## src/rtl/rx_control.sv

```systemverilog
`default_nettype none
// ============================================================================
// Module   : rx_control
// Purpose  : SPART receive path. Synchronises the asynchronous serial line,
//            oversamples it with the shared baud-rate enable, frames 8N1
//            characters (optionally with an even-parity bit) and holds the
//            last received byte together with its status flags for the
//            processor bus.
// Ports    : clk, rst_n (synchronous, active-low)
//            rxd                 - serial input, idle high
//            brg_en              - one-cycle oversample enable
//            ioaddr/iorw/iocs    - bus decode; a read of address 0 clears
//                                  rda and overrun
//            rx_data             - receive buffer
//            rda                 - receive data available
//            framing_err         - last character had stop bit = 0
//            parity_err          - last character had bad parity
//            overrun             - a character overwrote an unread buffer
//            busy                - receiver is not in IDLE
// Options  : RX_PARITY_EN - when defined, one even-parity bit is expected
//            between the data and stop bits; otherwise parity_err is 0.
// Revision : 1.0 - initial release
// ============================================================================
module rx_control #(
    parameter int SAMPLE_RATE = 16,
    parameter int NUM_BITS    = 8,
    parameter int SYNC_STAGES = 2
) (
    input  logic                clk,
    input  logic                rst_n,
    input  logic                rxd,
    input  logic                brg_en,
    input  logic [1:0]          ioaddr,
    input  logic                iorw,
    input  logic                iocs,
    output logic [NUM_BITS-1:0] rx_data,
    output logic                rda,
    output logic                framing_err,
    output logic                parity_err,
    output logic                overrun,
    output logic                busy
);

    localparam int SW = $clog2(SAMPLE_RATE + 1);
    localparam int BW = $clog2(NUM_BITS + 1);

    localparam logic [SW-1:0] SAMP_HALF = SW'(SAMPLE_RATE / 2);
    localparam logic [SW-1:0] SAMP_FULL = SW'(SAMPLE_RATE);
    localparam logic [BW-1:0] BITS_FULL = BW'(NUM_BITS);

    localparam logic [2:0] ST_IDLE   = 3'd0;
    localparam logic [2:0] ST_START  = 3'd1;
    localparam logic [2:0] ST_DATA   = 3'd2;
    localparam logic [2:0] ST_STOP   = 3'd3;
`ifdef RX_PARITY_EN
    localparam logic [2:0] ST_PARITY = 3'd4;
`endif

    logic [SYNC_STAGES-1:0] sync;
    logic                   rxs;
    logic                   rxs_d;
    logic                   start_edge;
    logic                   rd_strobe;
    logic [2:0]             state;
    logic [SW-1:0]          samp;
    logic [SW-1:0]          samp_inc;
    logic [BW-1:0]          bits;
    logic [BW-1:0]          bits_inc;
    logic [NUM_BITS-1:0]    shreg;
    logic                   half_tick;
    logic                   full_tick;
`ifdef RX_PARITY_EN
    logic                   par_err_q;
`endif

    // ------------------------------------------------------------------
    // Line synchroniser; flops reset to the idle (high) line level so a
    // reset never manufactures a start edge.
    // ------------------------------------------------------------------
    generate
        if (SYNC_STAGES > 1) begin : g_sync_chain
            always_ff @(posedge clk) begin
                if (!rst_n) begin
                    sync <= '1;
                end else begin
                    sync <= {sync[SYNC_STAGES-2:0], rxd};
                end
            end
        end else begin : g_sync_single
            always_ff @(posedge clk) begin
                if (!rst_n) begin
                    sync <= '1;
                end else begin
                    sync <= rxd;
                end
            end
        end
    endgenerate

    assign rxs        = sync[SYNC_STAGES-1];
    assign start_edge = rxs_d & ~rxs;
    assign rd_strobe  = iocs & iorw & (ioaddr == 2'b00);
    assign samp_inc   = samp + 1'b1;
    assign bits_inc   = bits + 1'b1;
    assign half_tick  = brg_en & (samp_inc == SAMP_HALF);
    assign full_tick  = brg_en & (samp_inc == SAMP_FULL);
    assign busy       = (state != ST_IDLE);

`ifndef RX_PARITY_EN
    assign parity_err = 1'b0;
`endif

    // ------------------------------------------------------------------
    // Framing FSM, counters, shift register and receive buffer.
    // The bus-read clear is written first so that a STOP load in the same
    // cycle overrides it (the load wins).
    // ------------------------------------------------------------------
    always_ff @(posedge clk) begin
        if (!rst_n) begin
            state       <= ST_IDLE;
            rxs_d       <= 1'b1;
            samp        <= '0;
            bits        <= '0;
            shreg       <= '0;
            rx_data     <= '0;
            rda         <= 1'b0;
            framing_err <= 1'b0;
            overrun     <= 1'b0;
`ifdef RX_PARITY_EN
            par_err_q   <= 1'b0;
            parity_err  <= 1'b0;
`endif
        end else begin
            rxs_d <= rxs;

            if (rd_strobe) begin
                rda     <= 1'b0;
                overrun <= 1'b0;
            end

            case (state)
                ST_IDLE: begin
                    samp <= '0;
                    bits <= '0;
                    // Edge (not level) detect: a held break after a framing
                    // error cannot restart reception.
                    if (start_edge) begin
                        state <= ST_START;
                    end
                end

                ST_START: begin
                    if (half_tick) begin
                        samp <= '0;
                        bits <= '0;
                        // Line high at mid start bit: treat as a glitch.
                        state <= rxs ? ST_IDLE : ST_DATA;
                    end else if (brg_en) begin
                        samp <= samp_inc;
                    end
                end

                ST_DATA: begin
                    if (full_tick) begin
                        shreg <= {rxs, shreg[NUM_BITS-1:1]};
                        bits  <= bits_inc;
                        samp  <= '0;
                        if (bits_inc == BITS_FULL) begin
`ifdef RX_PARITY_EN
                            state <= ST_PARITY;
`else
                            state <= ST_STOP;
`endif
                        end
                    end else if (brg_en) begin
                        samp <= samp_inc;
                    end
                end

`ifdef RX_PARITY_EN
                ST_PARITY: begin
                    if (full_tick) begin
                        // Even parity: data plus parity bit must XOR to 0.
                        par_err_q <= ^{shreg, rxs};
                        samp      <= '0;
                        state     <= ST_STOP;
                    end else if (brg_en) begin
                        samp <= samp_inc;
                    end
                end
`endif

                ST_STOP: begin
                    if (full_tick) begin
                        rx_data     <= shreg;
                        rda         <= 1'b1;
                        framing_err <= ~rxs;
                        overrun     <= rda & ~rd_strobe;
`ifdef RX_PARITY_EN
                        parity_err  <= par_err_q;
`endif
                        samp        <= '0;
                        state       <= ST_IDLE;
                    end else if (brg_en) begin
                        samp <= samp_inc;
                    end
                end

                default: begin
                    samp  <= '0;
                    state <= ST_IDLE;
                end
            endcase
        end
    end

endmodule
`default_nettype wire

```

## config.mk

```make
export PLATFORM = sky130hd
export DESIGN_NAME = rx_control
export DESIGN_NICKNAME = d
export VERILOG_FILES = /design/src/rtl/rx_control.sv
export SDC_FILE = /design/constraint.sdc
export NUM_CORES = 1
export LEC_CHECK = 0
export CORE_ASPECT_RATIO = 1.25
export CORE_MARGIN = 2
export CORE_UTILIZATION = 53
export CTS_CLUSTER_DIAMETER = 40
export DETAILED_ROUTE_END_ITERATION = 12
export MAX_ROUTING_LAYER = met4
export PLACE_DENSITY = 0.75
export SLEW_MARGIN = 20
export SYNTH_ARGS = -nofsm -noshare
export SYNTH_HDL_FRONTEND = slang
export SYNTH_SLANG_ARGS = --single-unit
```

## constraint.sdc

```tcl
create_clock -name clk -period 2.5 [get_ports clk]
set_input_delay 0.25 -clock clk [delete_from_list [all_inputs] [get_ports clk]]
set_output_delay 0.25 -clock clk [all_outputs]
set_load 0.05 [all_outputs]
```

==> flow_summary.yaml <==
run_status:
  status: "finished, final reports clean"
synth:
  ys_types: 39
  ys_seq_elements: 33
  synth_area_sq_mm: 0.00149
  synthesis.nets: 167
  yosysSeqAreaShare_pct: 44.4
  yosys-top-cells-area: "dfxtp_1 44%, mux2i_1 13%, nor2_1 6.6%, ha_1 2.5%, nand4_1 2.5%"
  yosysWarnings: 0
  post-synth-top-count-cell: "dfxtp_1"
  synth_commonest_cells: "33 x dfxtp_1, 26 x nor2_1, 19 x mux2i_1"
  synthFlopType: "dfxtp_1"
  syn_area_per_cell_sq_um: 9.54
  synthCells: 156
  synth_top_area_share_pct: 44.4
  synth_edf_count: 0
  async_reset_ff_share_pct: 0
  synth_top_area_cell: "dfxtp_1"
critical_path:
  crit_path_max_fanout: 11
  startpoint: "state[1]"
  cp_top_family: "buffers and inverters"
  reg2reg_setup_slack_ns: 0.55
  ff2ff_path_depth: 6
  critical_path_depth: 2
  worstPathArrival_ns: 1.88
  crit_chain: "or2_2 > clkdlybuf4s50_1"
  r2r_start: "samp[0]"
  path_buf_inv: 1
  crit_type: "reg -> out"
  worst_ep_required_time_ns: 2.25
  reg2reg_to: "rx_data[2]"
  max_stage_delay_ns: 0.79
  cp-start-kind: "flip-flop"
  crit_path_end: "busy"
  slowest_stage: "clkdlybuf4s50_1"
  cp-end-kind: "output port"
clock_network:
  ctsHtreeMaxLevel: 2
  clockBufferDepth: 2
  post_cts.repair.setup_buffers: 0
  root_buffer: "clkbuf_4"
  cts_resized: 0
  cts_hold_buf: 0
  cts-buffers-inserted: 5
  clk_latency_ns: 0.34
  cts_tree: "done"
  clock-sinks: 33
  clk_pin_slew_ns: 0.10
sta:
  slew_viol_final: 0
  slew_headroom_pct: 61.5
  final.min_clock_period_ns: 2.13
  setup_tns_ns: 0
  skew_ns: 0.00639
  setup-violations-final: 0
  rsz0062_at_grt: "no"
  tightestPinTransition_ns: 0.577
  finalCritPeriodShare_pct: 85.3
  fmax_mhz: 469
  hold_viol: 0
floorplan:
  fp.dieW_um: 51.4
  io_pins: 21
  core_area_sq_mm: 0.00268
  dieHeight_um: 63.3
  initial_core_util_pct: 55.6
  dieArea_sq_mm: 0.00325
  row_count: 21
power_and_ir_drop:
  switchingPower_w: 0.000211
  p_per_area_mw_per_mm2: 505
  internal-power_w: 0.000657
  leakage_nw: 0.656
  swShare_pct: 24.3
  p_seq_share_pct: 61.4
  peakVddDrop_uv: 341
  power_frac_comb_pct: 5.3
  pwr-share-clk_pct: 33.4
final_layout:
  fin_util_pct: 64.1
  final_design_area_no_fill_sq_mm: 0.00172
  areaGrowthSynthToFinish_pct: 15.4
  final_nets: 185
  final_cells: 209
  num_antenna_cells: 0
  drive_above_1_share_pct: 9.14
global_route:
  grt_start_max_net_pins: 21
  grt-ovfl-total: 0
  grt_first_pass_wirelength_um: 4860
  grt_pass1_vias: 1127
  grt_usage_pct: 20.6
  grt_antenna_before_repair: 0
place:
  globalplace.congestion: 0.807
  place_area_sq_mm: 0.00167
  port_buffers: 19
  dp_hpwl_um: 2010
  dp.cells: 201
route:
  final_antenna_net_count: 0
  wl_per_cell_um: 13.1
  met3_length_um: 101
  dr.pass1.iters: 4
  drtIter0Drc: 34
  vias: 1122
  drcViolationCount: 0
  m1WireLength_um: 1100
  vias_per_cell: 5.37
  dr_wl_met2_um: 1480
  highest_layer: "met4"
  wl_um: 2740
worst_hold_path:
  hp-class: "reg -> reg"
run:
  cap_violations: 0
==> cell type report <==
cell class	instances	area [sq um]
Fill cell	253	962
Multi-Input combinational cell	108	739
Sequential cell	33	661
Timing Repair Buffer	21	205
Tap cell	34	42.5
Clock buffer	6	41.3
Inverter	5	18.8
Clock inverter	2	10.0
==> flip-flops by register name, summed over array words and instances, names as in the netlist <==
name,flops
state,2
rx_data,8
overrun,1
shreg,8
samp,5
sync,2
rxs_d,1
rda,1
framing_err,1
bits,4
==> cell families (layout without fill, tap and decap cells) <==
| logic type | count (synthesis) | count (layout) | synth area share (%) |
|---|---|---|---|
| xor gates and xnor gates | 7 | 7 | 4.62 |
| DFF | 33 | 33 | 44.4 |
| and+or+nand+nor | 61 | 61 | 20.9 |
| other | 1 | 1 | 0.252 |
| muxes | 19 | 19 | 12.8 |
| buffers and inverters | 15 | 34 | 5.97 |
| AOI/OAI and AO/OA | 17 | 17 | 8.57 |
| adders and majority gates | 3 | 3 | 2.52 |
==> how the worst min path moves through the flow <==
stage	slack, ns	from	cells after the start	to
floorplan	0.32	rst_n	1	sync[0]
global placement	0.42	sync[0]	1	sync[1]
detailed placement	0.40	sync[0]	1	sync[1]
CTS	0.42	sync[0]	1	sync[1]
global route	0.44	sync[0]	1	sync[1]
finish	0.42	sync[0]	1	sync[1]
==> stage by stage <==
| stage | total power, W | setup slack (ns) | hold slack, ns |
|---|---|---|---|
| global placement | 0.000590 | 0.389 | 0.416 |
| finish | 0.000868 | 0.366 | 0.418 |
| detailed placement | 0.000591 | 0.310 | 0.396 |
| CTS | 0.000876 | 0.369 | 0.419 |
| floorplan | 0.000572 | 0.640 | 0.323 |
| global route | 0.000909 | 0.265 | 0.445 |
==> layout by cell type, fill, tap and decap left out, drive strengths merged, types with 2 or more instances in the layout <==
cell type and instances:
and4 3, ha 3, nand2 8, inv 5
nand2b 3, dfxtp 33, o211ai 2, nor2 26
a21oi 4, clkdlybuf4s50 19, mux2i 19, clkinv 2
nand3b 3, buf 2, clkbuf 6, xor2 3
xnor2 4, nand3 7, or2 2, nand4 6
o22ai 2
==> metal layers <==
layer  global-route usage (%)  vias to the layer above
met5                        -                        -
met4                     8.88                        0
met3                     7.11                        7
met2                     35.4                       16
met1                     20.5                      526
li1                         -                      573
==> power by group through the flow <==
stage          clock (W)  sequential [W]  combinational, W
2_1_floorplan          0        0.000542         0.0000294
3_3_place_gp           0        0.000545         0.0000448
3_5_place_dp           0        0.000545         0.0000458
4_1_cts         0.000297        0.000533         0.0000461
5_1_grt         0.000325        0.000533         0.0000502
6_report        0.000289        0.000533         0.0000456
Power figures use the tool's default switching activity.
